## src/rtl/stage_mem1.sv

```systemverilog
// M1 pipeline register plus single-outstanding data-memory requester; outputs are registered one cycle after capture.
// Holds while stall_m1 or busy_m1 (REQ until dmem_gnt or TIMEOUT wait cycles); flush_m1 kills the stage and any open request.
module stage_mem1 #(
    parameter int unsigned TIMEOUT = 255
) (
    input  logic        clk,
    input  logic        start,
    input  logic        stall_m1,
    input  logic        flush_m1,
    input  logic        valid_e,
    input  logic [1:0]  res_sel_e,
    input  logic [31:0] aluresult_e,
    input  logic [31:0] mulresult_e,
    input  logic [31:0] divresult_e,
    input  logic [31:0] pcplus4_e,
    input  logic [31:0] storedata_e,
    input  logic [4:0]  rd_e,
    input  logic        regwrite_e,
    input  logic [1:0]  memaccess_e,
    input  logic [2:0]  funct3_e,
    input  logic        trap_e,
    output logic        dmem_req,
    output logic        dmem_we,
    output logic [31:0] dmem_addr,
    output logic [31:0] dmem_wdata,
    output logic [3:0]  dmem_be,
    input  logic        dmem_gnt,
    input  logic        dmem_err,
    output logic [31:0] result_m1,
    output logic [4:0]  rd_m1,
    output logic        regwrite_m1,
    output logic        valid_m1,
    output logic        busy_m1,
    output logic        misalign_m1,
    output logic        dmemfault_m1,
    output logic [31:0] tval_m1
);

    typedef enum logic [1:0] {
        IDLE = 2'd0,
        REQ  = 2'd1,
        DONE = 2'd2
    } state_t;

    localparam logic [7:0] CNT_LAST = 8'(TIMEOUT - 1);

    state_t      state_q, state_d;
    logic [7:0]  cnt_q, cnt_d;
    logic [31:0] result_q, result_d;
    logic [31:0] storedata_q, storedata_d;
    logic [4:0]  rd_q, rd_d;
    logic        regwrite_q, regwrite_d;
    logic [1:0]  memaccess_q, memaccess_d;
    logic [2:0]  funct3_q, funct3_d;
    logic        trap_q, trap_d;
    logic        valid_q, valid_d;
    logic        fault_q, fault_d;

    logic [31:0] sel_result;
    logic        capture;
    logic        new_req;
    logic        fault_set;
    logic        in_req;
    logic [3:0]  be_raw;
    logic [31:0] wdata_rep;
    logic        f3_sign_unused;

    // funct3[2] only selects sign/zero extension on the load-return path downstream.
    assign f3_sign_unused = funct3_q[2];

    function automatic logic misaligned(input logic [2:0] f3, input logic [1:0] a);
        logic m;
        case (f3[1:0])
            2'd0:    m = 1'b0;
            2'd1:    m = a[0];
            default: m = (a != 2'b00);
        endcase
        return m;
    endfunction

    always_comb begin
        sel_result = aluresult_e;
        case (res_sel_e)
            2'd0: sel_result = aluresult_e;
            2'd1: sel_result = mulresult_e;
            2'd2: sel_result = divresult_e;
            2'd3: sel_result = pcplus4_e;
            default: sel_result = aluresult_e;
        endcase
    end

    assign in_req  = (state_q == REQ);
    assign busy_m1 = in_req & ~dmem_gnt;
    assign capture = valid_e & ~stall_m1 & ~flush_m1 & ~busy_m1;
    assign new_req = capture & ((memaccess_e == 2'd1) | (memaccess_e == 2'd2))
                   & ~misaligned(funct3_e, sel_result[1:0]) & ~trap_e;

    always_comb begin
        state_d   = state_q;
        cnt_d     = cnt_q;
        fault_set = 1'b0;
        case (state_q)
            REQ: begin
                if (flush_m1) begin
                    // A grant landing with the flush is taken and thrown away.
                    state_d = IDLE;
                end else if (dmem_gnt) begin
                    fault_set = dmem_err;
                    cnt_d     = 8'd0;
                    state_d   = new_req ? REQ : DONE;
                end else if (cnt_q == CNT_LAST) begin
                    fault_set = 1'b1;
                    state_d   = DONE;
                end else begin
                    cnt_d = cnt_q + 8'd1;
                end
            end
            default: begin
                if (flush_m1) begin
                    state_d = IDLE;
                end else if (stall_m1) begin
                    state_d = state_q;
                end else if (new_req) begin
                    state_d = REQ;
                    cnt_d   = 8'd0;
                end else begin
                    state_d = IDLE;
                end
            end
        endcase
    end

    always_comb begin
        result_d    = result_q;
        storedata_d = storedata_q;
        rd_d        = rd_q;
        regwrite_d  = regwrite_q;
        memaccess_d = memaccess_q;
        funct3_d    = funct3_q;
        trap_d      = trap_q;
        valid_d     = valid_q;
        fault_d     = fault_q | fault_set;
        if (flush_m1) begin
            valid_d     = 1'b0;
            regwrite_d  = 1'b0;
            rd_d        = 5'd0;
            memaccess_d = 2'd0;
            trap_d      = 1'b0;
            fault_d     = 1'b0;
        end else if (!(stall_m1 || busy_m1)) begin
            if (capture) begin
                result_d    = sel_result;
                storedata_d = storedata_e;
                rd_d        = rd_e;
                regwrite_d  = regwrite_e;
                memaccess_d = memaccess_e;
                funct3_d    = funct3_e;
                trap_d      = trap_e;
                valid_d     = 1'b1;
                fault_d     = 1'b0;
            end else begin
                valid_d = 1'b0;
            end
        end
    end

    always_ff @(posedge clk or negedge start) begin
        if (!start) begin
            state_q     <= IDLE;
            cnt_q       <= 8'd0;
            result_q    <= 32'd0;
            storedata_q <= 32'd0;
            rd_q        <= 5'd0;
            regwrite_q  <= 1'b0;
            memaccess_q <= 2'd0;
            funct3_q    <= 3'd0;
            trap_q      <= 1'b0;
            valid_q     <= 1'b0;
            fault_q     <= 1'b0;
        end else begin
            state_q     <= state_d;
            cnt_q       <= cnt_d;
            result_q    <= result_d;
            storedata_q <= storedata_d;
            rd_q        <= rd_d;
            regwrite_q  <= regwrite_d;
            memaccess_q <= memaccess_d;
            funct3_q    <= funct3_d;
            trap_q      <= trap_d;
            valid_q     <= valid_d;
            fault_q     <= fault_d;
        end
    end

    always_comb begin
        be_raw    = 4'b1111;
        wdata_rep = storedata_q;
        case (funct3_q[1:0])
            2'd0: begin
                be_raw    = 4'b0001 << result_q[1:0];
                wdata_rep = {4{storedata_q[7:0]}};
            end
            2'd1: begin
                be_raw    = 4'b0011 << {result_q[1], 1'b0};
                wdata_rep = {2{storedata_q[15:0]}};
            end
            default: begin
                be_raw    = 4'b1111;
                wdata_rep = storedata_q;
            end
        endcase
    end

    assign dmem_req     = in_req;
    assign dmem_we      = in_req & (memaccess_q == 2'd2);
    assign dmem_addr    = result_q;
    assign dmem_be      = in_req ? be_raw : 4'b0000;
    assign dmem_wdata   = wdata_rep;

    assign result_m1    = result_q;
    assign rd_m1        = rd_q;
    assign valid_m1     = valid_q;
    assign misalign_m1  = valid_q & ((memaccess_q == 2'd1) | (memaccess_q == 2'd2))
                        & misaligned(funct3_q, result_q[1:0]);
    assign dmemfault_m1 = valid_q & fault_q;
    assign regwrite_m1  = valid_q & regwrite_q & ~misalign_m1 & ~dmemfault_m1 & ~trap_q;
    assign tval_m1      = (misalign_m1 | dmemfault_m1) ? result_q : 32'd0;

endmodule

```

## config.mk

```make
export PLATFORM = sky130hd
export DESIGN_NAME = stage_mem1
export DESIGN_NICKNAME = d
export VERILOG_FILES = /design/src/rtl/stage_mem1.sv
export SDC_FILE = /design/constraint.sdc
export NUM_CORES = 1
export LEC_CHECK = 0
export BUFFER_PORTS_ARGS = -buffer_cell sky130_fd_sc_hd__buf_2
export CORE_UTILIZATION = 30
export DETAILED_ROUTE_END_ITERATION = 6
export PLACE_DENSITY = 0.68
export SYNTH_ARGS = -nofsm -noshare
export SYNTH_HDL_FRONTEND = slang
export SYNTH_SLANG_ARGS = --single-unit
```

## constraint.sdc

```tcl
create_clock -name clk -period 4.9 [get_ports clk]
set_input_delay 0.49 -clock clk [delete_from_list [all_inputs] [get_ports clk]]
set_output_delay 0.49 -clock clk [all_outputs]
set_load 0.02 [all_outputs]
```

**Yosys cells after proc, flatten, opt, wreduce, memory -nomap -nowiden**

Index checks and enable logic that the tools add are counted.

- Logic and storage cells: 115
- Input bits: 181
- Output and inout bits: 144
- Register bits: 87

- Bitwise gates (word level): 29
- $add $sub $neg: 1
- Reductions and logical operators: 12
- Equal/unequal tests: 16
- Shifts and indexed selects: 2
- Multiplexer cells: 44

Operators with widths:

| cell | number |
|---|---|
| $pmux 32 s4 | 1 |
| $pmux 32 s2 | 1 |
| $mux 8 | 7 |
| $mux 32 | 1 |
| $mux 2 | 10 |
| $mux 1 | 17 |
| $and 1x1->1 | 15 |
| $mux 5 | 3 |
| $eq 2x1->1 const B | 6 |
| $not 1->1 | 10 |
| $add 8x1->8 const B | 1 |
| $eq 2x2->1 const B | 4 |
| $eq 8x8->1 const B | 1 |
| $pmux 4 s2 | 1 |
| $reduce_bool 2->1 | 4 |
| $logic_not 2->1 | 3 |
| $mux 4 | 1 |
| $ne 4x3->1 const B | 1 |
| $or 1x1->1 | 4 |
| $pmux 1 s2 | 2 |
| $reduce_and 2->1 | 2 |
| $reduce_and 4->1 | 1 |
| $shl 1x2->4 const A | 1 |
| $shl 2x2->4 const A | 1 |
| 6 further kinds | 6 |

**Depth between registers and ports, before layout**

Gate-level depths: netlist of the first run.

- Depth after elaboration: 11
- Depth in mapped cells: 8
- Depth with buffers taken out: 6

**Worst setup path after synthesis of the first run**

Ideal clock, no wire load.

- Path type: flip-flop to output port
- From: register memaccess_q[0]
- To: output port tval_m1[10]
- Arrival: 1.911 ns
- Cell stages (with the launch flop): 8
- Path slack: 2.499 ns
- Data required time: 4.410 ns
- Buffers on the path: 1
- Cells stage by stage: dfrtp_1 inv_1 ha_1 nand2b_1 a21oi_1 nor2_1 clkbuf_1 nor2b_1

- Longest elaborated chain between the ends: 6
- Elaborated cells between the ends (all ways): 7
- Classes of those cells: 2 x eq/ne; 1 x mux; 4 x bitwise

Ends and longest elaborated chain:

| element | RTL line | source |
|---|---|---|
| start, declared | 53 | `logic [1:0] memaccess_q, memaccess_d;` |
| start signal, assigned | 187 | `memaccess_q <= memaccess_d;` |
| $eq 2x1->1 or $eq 2x2->1 (tied branches) | 223 | `assign misalign_m1 = valid_q & ((memaccess_q == 2'd1) \| (memaccess_q == 2'd2))` |
| $or 1x1->1 (*) | 223 |  |
| $and 1x1->1 (*) | 223 |  |
| $and 1x1->1 (*) | 224 | `& misaligned(funct3_q, result_q[1:0]);` |
| via misalign_m1 | 34 | `output logic misalign_m1,` |
| $or 1x1->1 (*) | 227 | `assign tval_m1 = (misalign_m1 \| dmemfault_m1) ? result_q : 32'd0;` |
| $mux 32 (*) | 227 |  |
| end, declared | 36 | `output logic [31:0] tval_m1` |

The timed path passes the listed nets; every way through them passes the cells marked *.

**Final worst setup path of the first run**

- From: register funct3_q[0]
- To: output port tval_m1[4]

- Longest elaborated chain between the ends: 5
- Elaborated cells between the ends (all ways): 6
- Classes of those cells: 1 x eq/ne; 2 x mux; 2 x bitwise; 1 x reduce/logical

Ends and longest elaborated chain:

| element | RTL line | source |
|---|---|---|
| start, declared | 54 | `logic [2:0] funct3_q, funct3_d;` |
| start signal, assigned | 188 | `funct3_q <= funct3_d;` |
| $eq 2x1->1 or $logic_not 2->1 (tied branches) | 73 | `case (f3[1:0])` |
| $pmux 1 s2 (*) | 73 |  |
| $and 1x1->1 (*) | 224 |  |
| $or 1x1->1 (*) | 227 |  |
| $mux 32 (*) | 227 |  |

Mark *: on every way between the ends. The rest lies on a longest branch, timed or not.

==> impl_metrics.ini, run 1 <==
[setup_path]
regToRegSetupSlack_ns = 2.48
rr_startpoint = state_q[0]
path_class = register to output pin
worstPathRequired_ns = 4.41
arrival_ns = 2.36
r2r_end = cnt_q[2]
worstSetupStartpointType = register
reg2reg_depth = 6
critPathCaptureType = output pin
path_max_fanout = 22

[yosys]
synth_commonest_cells = dfrtp_1 (87), mux2_2 (64), buf_4 (40), nand2_1 (34), nor2b_1 (34)
synth_area_leaders = dfrtp_1 (40%), mux2_2 (13%), mux4_2 (13%)
ys_ff_latch = 87
synth.top_cell.area_share = 0.401
synth_nets = 641
syn_area_um2 = 5420
post_synth_num_cell_types = 42
ys_warn_count = 0
synth_edf_count = 0
ys.flop_type = dfrtp_1
synth_most_common_cell = dfrtp_1
synth_largest_area_cell = dfrtp_1
seq_area_frac_synth = 0.401
async_flop_share = 1.00
syn-instance-count = 457
synth.avg_cell_area_um2 = 11.9

[hold_path]
worstHoldPathType = input port to asynchronous set/reset pin

[drt]
drt_wl_total_um = 16500
dr.pass1.iters = 4
vias_per_cell = 4.78
wl_per_cell_um = 17.2
ant_nets = 0
vias = 4586
drtIter0Drc = 189
route.detailed.drc = 0

[status]
status = finished, final reports clean

[sta]
setup_viol = 0
slew_violations = 0
finClkSkew_ns = 0.00867
rsz0062_at_grt = no
max_freq_mhz = 351
hold_violations = 0
whs_ns = 0.138
period_minus_slack_ns = 2.85
tns_ns = 0
slew_headroom = 0.395
period_share = 0.582
worst_pin_slew_ns = 0.908

[clock_tree]
clkLatencyLatePin_ns = 0.34
numCtsBuffers = 9
post_cts_buffers = 0
cts_num_sinks = 87
cts_tree = yes
cts_hold_buf = 0
cts_resized = 0
root_buffer = clkbuf_16
htreeDepth = 3
clkSlewWorstSetupHoldPaths_ns = 0.07
clk_path_buf_depth = 2

[final_layout]
final_nets = 912
area_delta_synth_final_pct = 33.4
drive_gt1_frac = 0.630
fin_cells = 959
fin_area_um2 = 7230

[floorplan]
ioPinCount = 325
rows = 48
core_um2 = 17500
dieHeight_um = 136
start_util = 0.310
dieArea_um2 = 18600
die_width_um = 136

[job]
cap_viol_max_count = 0

[pwr]
vdd_drop_max_mv = 0.175
p_leak_uw = 0.00354
p_total_uw = 2700
power_density_nw_per_um2 = 373

[placement]
portBuffers = 323
placed_area_um2 = 6920
place_congestion = 0.810
placed_cells = 942
hpwl_um = 12800

[grt]
grt_pass1_vias = 4327
grt_pass1_wl_um = 23500
antenna_found_initial = 1
grt_max_degree = 47
grt-ovfl-total = 0
gr-usage-all-layers = 0.170
-- sequential cells by signal, summed over array words and instances (netlist names) --
signal,cells
cnt_q,8
memaccess_q,2
valid_m1,1
state_q,2
storedata_q,32
dmem_addr,32
trap_q,1
rd_m1,5
funct3_q,2
regwrite_q,1
fault_q,1
-- report_power, final --
group / switching, uW / internal [uW]
Clock: 301 / 412
Combinational: 527 / 445
Sequential: 159 / 854
Total: 987 / 1710
-- worst max path at each step --
stage	from	end	slack, ns	depth (start not counted)
floorplan	memaccess_q[0]	tval_m1[10]	2.50	7
global placement	dmem_gnt	cnt_q[1]	2.33	7
detailed placement	dmem_gnt	cnt_q[2]	2.31	7
CTS	funct3_q[0]	tval_m1[1]	1.97	6
global route	funct3_q[0]	tval_m1[1]	1.89	6
finish	funct3_q[0]	tval_m1[4]	2.05	6
-- area by class of cell --
cell class,count,area [um2]
Multi-Input combinational cell,289,2750
Inverter,12,47.5
Clock buffer,10,239
Timing Repair Buffer,329,1660
Clock inverter,6,67.6
Fill cell,1695,10200
Sequential cell,87,2180
Tap cell,225,282
Antenna cell,1,2.50
-- cell families after synthesis --
family / synth area share
DFF: 0.401
AOI/OAI and AO/OA: 0.0632
buffers and inverters: 0.0914
muxes: 0.332
xor gates and xnor gates: 0.00162
adders and majority gates: 0.00692
and+or+nand+nor: 0.104
-- per-stage QoR --
stage                     utilization  setup slack, ns
after floorplan                     -             2.50
after global placement          0.396             2.33
after detailed placement        0.396             2.31
after CTS                       0.414             1.97
after global routing            0.414             1.89
final                           0.414             2.05
-- per-layer routing --
metal | share of wire | vias up | GRT usage
met5 | 0 | - | 0
met4 | 0.019 | 0 | 0.0617
met3 | 0.065 | 20 | 0.0347
met2 | 0.50 | 205 | 0.283
met1 | 0.41 | 2211 | 0.216
li1 | - | 2150 | -
-- worst max-delay path, stage by stage (launching register included) --
cell and delay, ns:
dfrtp_1 0.81, nand2_1 0.11, a21oi_1 0.34, nor2_2 0.18, buf_4 0.26, nor2b_1 0.14, buf_2 0.17
-- layout by cell type, fill, tap and decap left out, drive strengths merged, types with 2 or more instances in the layout --
master    instances
o21bai            2
clkbuf           10
mux4             32
nor2             10
nand4             2
nand2            34
nor3              4
mux2             83
inv              13
dfrtp            87
and2              5
nor4              3
a31oi             5
buf             329
nor2b            34
o32ai             4
mux2i             8
nand2b            5
nand3             5
ha                3
o21ai            26
a21oi             7
o31ai             3
o21a              3
clkinvlp          2
clkinv            2
No activity file was read; power rests on OpenSTA's default activity.
==> run 2: changes to the inputs <==
--- a/config.mk
+++ b/config.mk
@@ -5,6 +5,7 @@
 export SDC_FILE = /design/constraint.sdc
 export NUM_CORES = 1
 export LEC_CHECK = 0
+export ABC_AREA = 1
 export BUFFER_PORTS_ARGS = -buffer_cell sky130_fd_sc_hd__buf_2
 export CORE_UTILIZATION = 30
 export DETAILED_ROUTE_END_ITERATION = 6
==> constraint.sdc (replaced) <==
create_clock -name clk -period 2.9 [get_ports clk]
set_input_delay 0.29 -clock clk [delete_from_list [all_inputs] [get_ports clk]]
set_output_delay 0.29 -clock clk [all_outputs]
set_load 0.02 [all_outputs]
==> impl_metrics.ini, run 2 <==
[yosys]
synth_top_family_by_area = simple AND/OR/NAND/NOR gates
synth_commonest_cells = nand2_1 (272), dfrtp_1 (87), inv_1 (63), nand3_1 (53), nor2_1 (45)
ys_ff_latch = 87
syn-instance-count = 746
synth_largest_area_cell = dfrtp_1
muxShareOfSynthArea = 0
seq_area_frac_synth = 0.413
yosys.area_share.simple = 0.306
synth_xor_area_frac = 0.00333
synth_compound_area_frac = 0.133
synth_area_leaders = dfrtp_1 (41%), nand2_1 (19%), buf_4 (5.7%)
ys.flop_type = dfrtp_1
synthAdderAreaFrac = 0.00713
synth_edf_count = 0
synth_most_common_cell = nand2_1
syn_area_um2 = 5270
synth.top_cell.area_share = 0.413
synth.avg_cell_area_um2 = 7.06
post_synth_num_cell_types = 38
ys_warn_count = 0
async_flop_share = 1.00
synth_nets = 930

[clock_tree]
htreeDepth = 3
numCtsBuffers = 9
root_buffer = clkbuf_16
clk_path_buf_depth = 2
clkSlewWorstSetupHoldPaths_ns = 0.07
cts_tree = yes
cts_num_sinks = 87
clkLatencyLatePin_ns = 0.34

[final_layout]
drive_gt1_frac = 0.360
final_nets = 1198
mostFrequentLayoutCell = buf_2
area_delta_synth_final_pct = 35.4
most-common-layout-cells = buf_2 (322), nand2_1 (271), dfrtp_1 (87)
fill_cells = 1844

[sta]
slew_violations = 0
whs_ns = 0.133
slew_headroom = 0.174
setup_viol = 0
hold_violations = 0
tns_ns = 0
finClkSkew_ns = 0.00653
rsz0062_at_grt = no
max_freq_mhz = 370
period_share = 0.932
period_minus_slack_ns = 2.70
worst_pin_slew_ns = 1.24

[grt]
grt_pass1_wl_um = 28000
grt-ovfl-total = 0
gr-usage-all-layers = 0.203
grt_pass1_vias = 5286
grt_max_degree = 88
antenna_found_initial = 1

[pwr]
p_seq_frac = 0.375
internal_power_uw = 2580
power_frac_comb = 0.326
vdd_drop_max_mv = 0.276
power_frac_clock = 0.299
power_density_nw_per_um2 = 573
switchingPower_uw = 1510
switching_share = 0.370
p_leak_uw = 0.00407

[drt]
vias_per_cell = 4.64
wl_per_cell_um = 14.7
ant_nets = 0
dr.pass1.iters = 5
drtIter0Drc = 319
vias = 5780
route.detailed.drc = 0
drt_wl_total_um = 18400

[floorplan]
dieArea_um2 = 18100
core_um2 = 17200
start_util = 0.306
ioPinCount = 325
dieHeight_um = 134
rows = 48
die_width_um = 134

[setup_path]
worstSetupStartpoint = memaccess_q[1]
path_max_fanout = 32
rr_startpoint = state_q[1]
worstSetupStartpointType = register
worstPathRequired_ns = 2.61
regToRegSetupSlack_ns = 1.11
critPathCaptureType = output pin
arrival_ns = 2.41
path_class = register to output pin

[placement]
hpwl_um = 14100
place_congestion = 0.909
portBuffers = 323

[status]
status = finished, final reports clean

[job]
cap_viol_max_count = 0

[hold_path]
worstHoldPathType = input port to register
min_from = storedata_e[31]
[run 2: cell type report]
| cell class | count | area [um2] | share of cell area |
|---|---|---|---|
| multi-input combinational | 513 | 2370 | 0.333 |
| clock buffer | 12 | 267 | 0.0374 |
| timing repair buffer | 331 | 1710 | 0.239 |
| tap | 225 | 282 | 0.0395 |
| sequential | 87 | 2180 | 0.305 |
| inverter | 72 | 273 | 0.0382 |
| clock inverter | 4 | 52.6 | 0.00737 |
| antenna | 1 | 2.50 | 0.000351 |
[run 2: kinds of logic (layout without fill, tap and decap cells)]
logic type / count (synthesis) / count (layout)
buffers and inverters: 146 / 419
and+or+nand+nor: 390 / 390
DFF: 87 / 87
other: 0 / 1
xor gates and xnor gates: 2 / 2
AOI/OAI and AO/OA: 118 / 118
adders and majority gates: 3 / 3
[run 2: through the flow]
stage / util / cell area, um2 / power [uW] / cells / setup WS (ns)
after global placement: 0.395 / 6800 / 2880 / 1227 / 0.666
after global routing: 0.414 / 7130 / 4320 / 1244 / 0.0141
after CTS: 0.414 / 7130 / 4140 / 1244 / 0.161
after detailed placement: 0.395 / 6800 / 2890 / 1227 / 0.552
final: 0.414 / 7130 / 4090 / 1245 / 0.198
after floorplan: - / 5270 / 2440 / 746 / 1.12
[run 2: power by group through the flow]
| stage | Sequential (uW) | Combinational (uW) | Clock, uW |
|---|---|---|---|
| finish | 1530 | 1330 | 1220 |
| global route | 1560 | 1450 | 1320 |
| CTS | 1530 | 1340 | 1270 |
| detailed placement | 1550 | 1340 | 0 |
| global placement | 1550 | 1330 | 0 |
| floorplan | 1630 | 814 | 0 |
[run 2: worst max-delay path, stage by stage, from the launching register on]
cell	delay [ns]
dfrtp_1	0.38
ha_1	0.28
nor3_1	0.05
nand2_1	0.07
nand2_1	0.06
inv_1	0.89
nor2_1	0.11
buf_2	0.21
[run 2: repair_timing]
item	4_1_cts	5_1_grt
hold buffers	1	0
endpoints found under the setup margin	0	0
hold endpoints to repair	10	0
gates resized for setup	0	0
setup buffers	0	0
[run 2: metal layers]
metal	vias to the layer above	wire [um]	track usage	share of wire
met5	-	0	0	0
met4	0	221	0.0574	0.012
met3	14	1150	0.0439	0.063
met2	217	8780	0.333	0.48
met1	2667	8200	0.269	0.45
li1	2882	-	-	-
[run 2: worst paths after layout]
kind / end / cells after the start
min in group asynchronous: dmem_addr[23] / 3
min: storedata_q[31] / 3
max: tval_m1[31] / 7
min reg2reg: storedata_q[17] / 2
max reg2reg: cnt_q[3] / 8
max in group asynchronous: dmem_addr[22] / 3
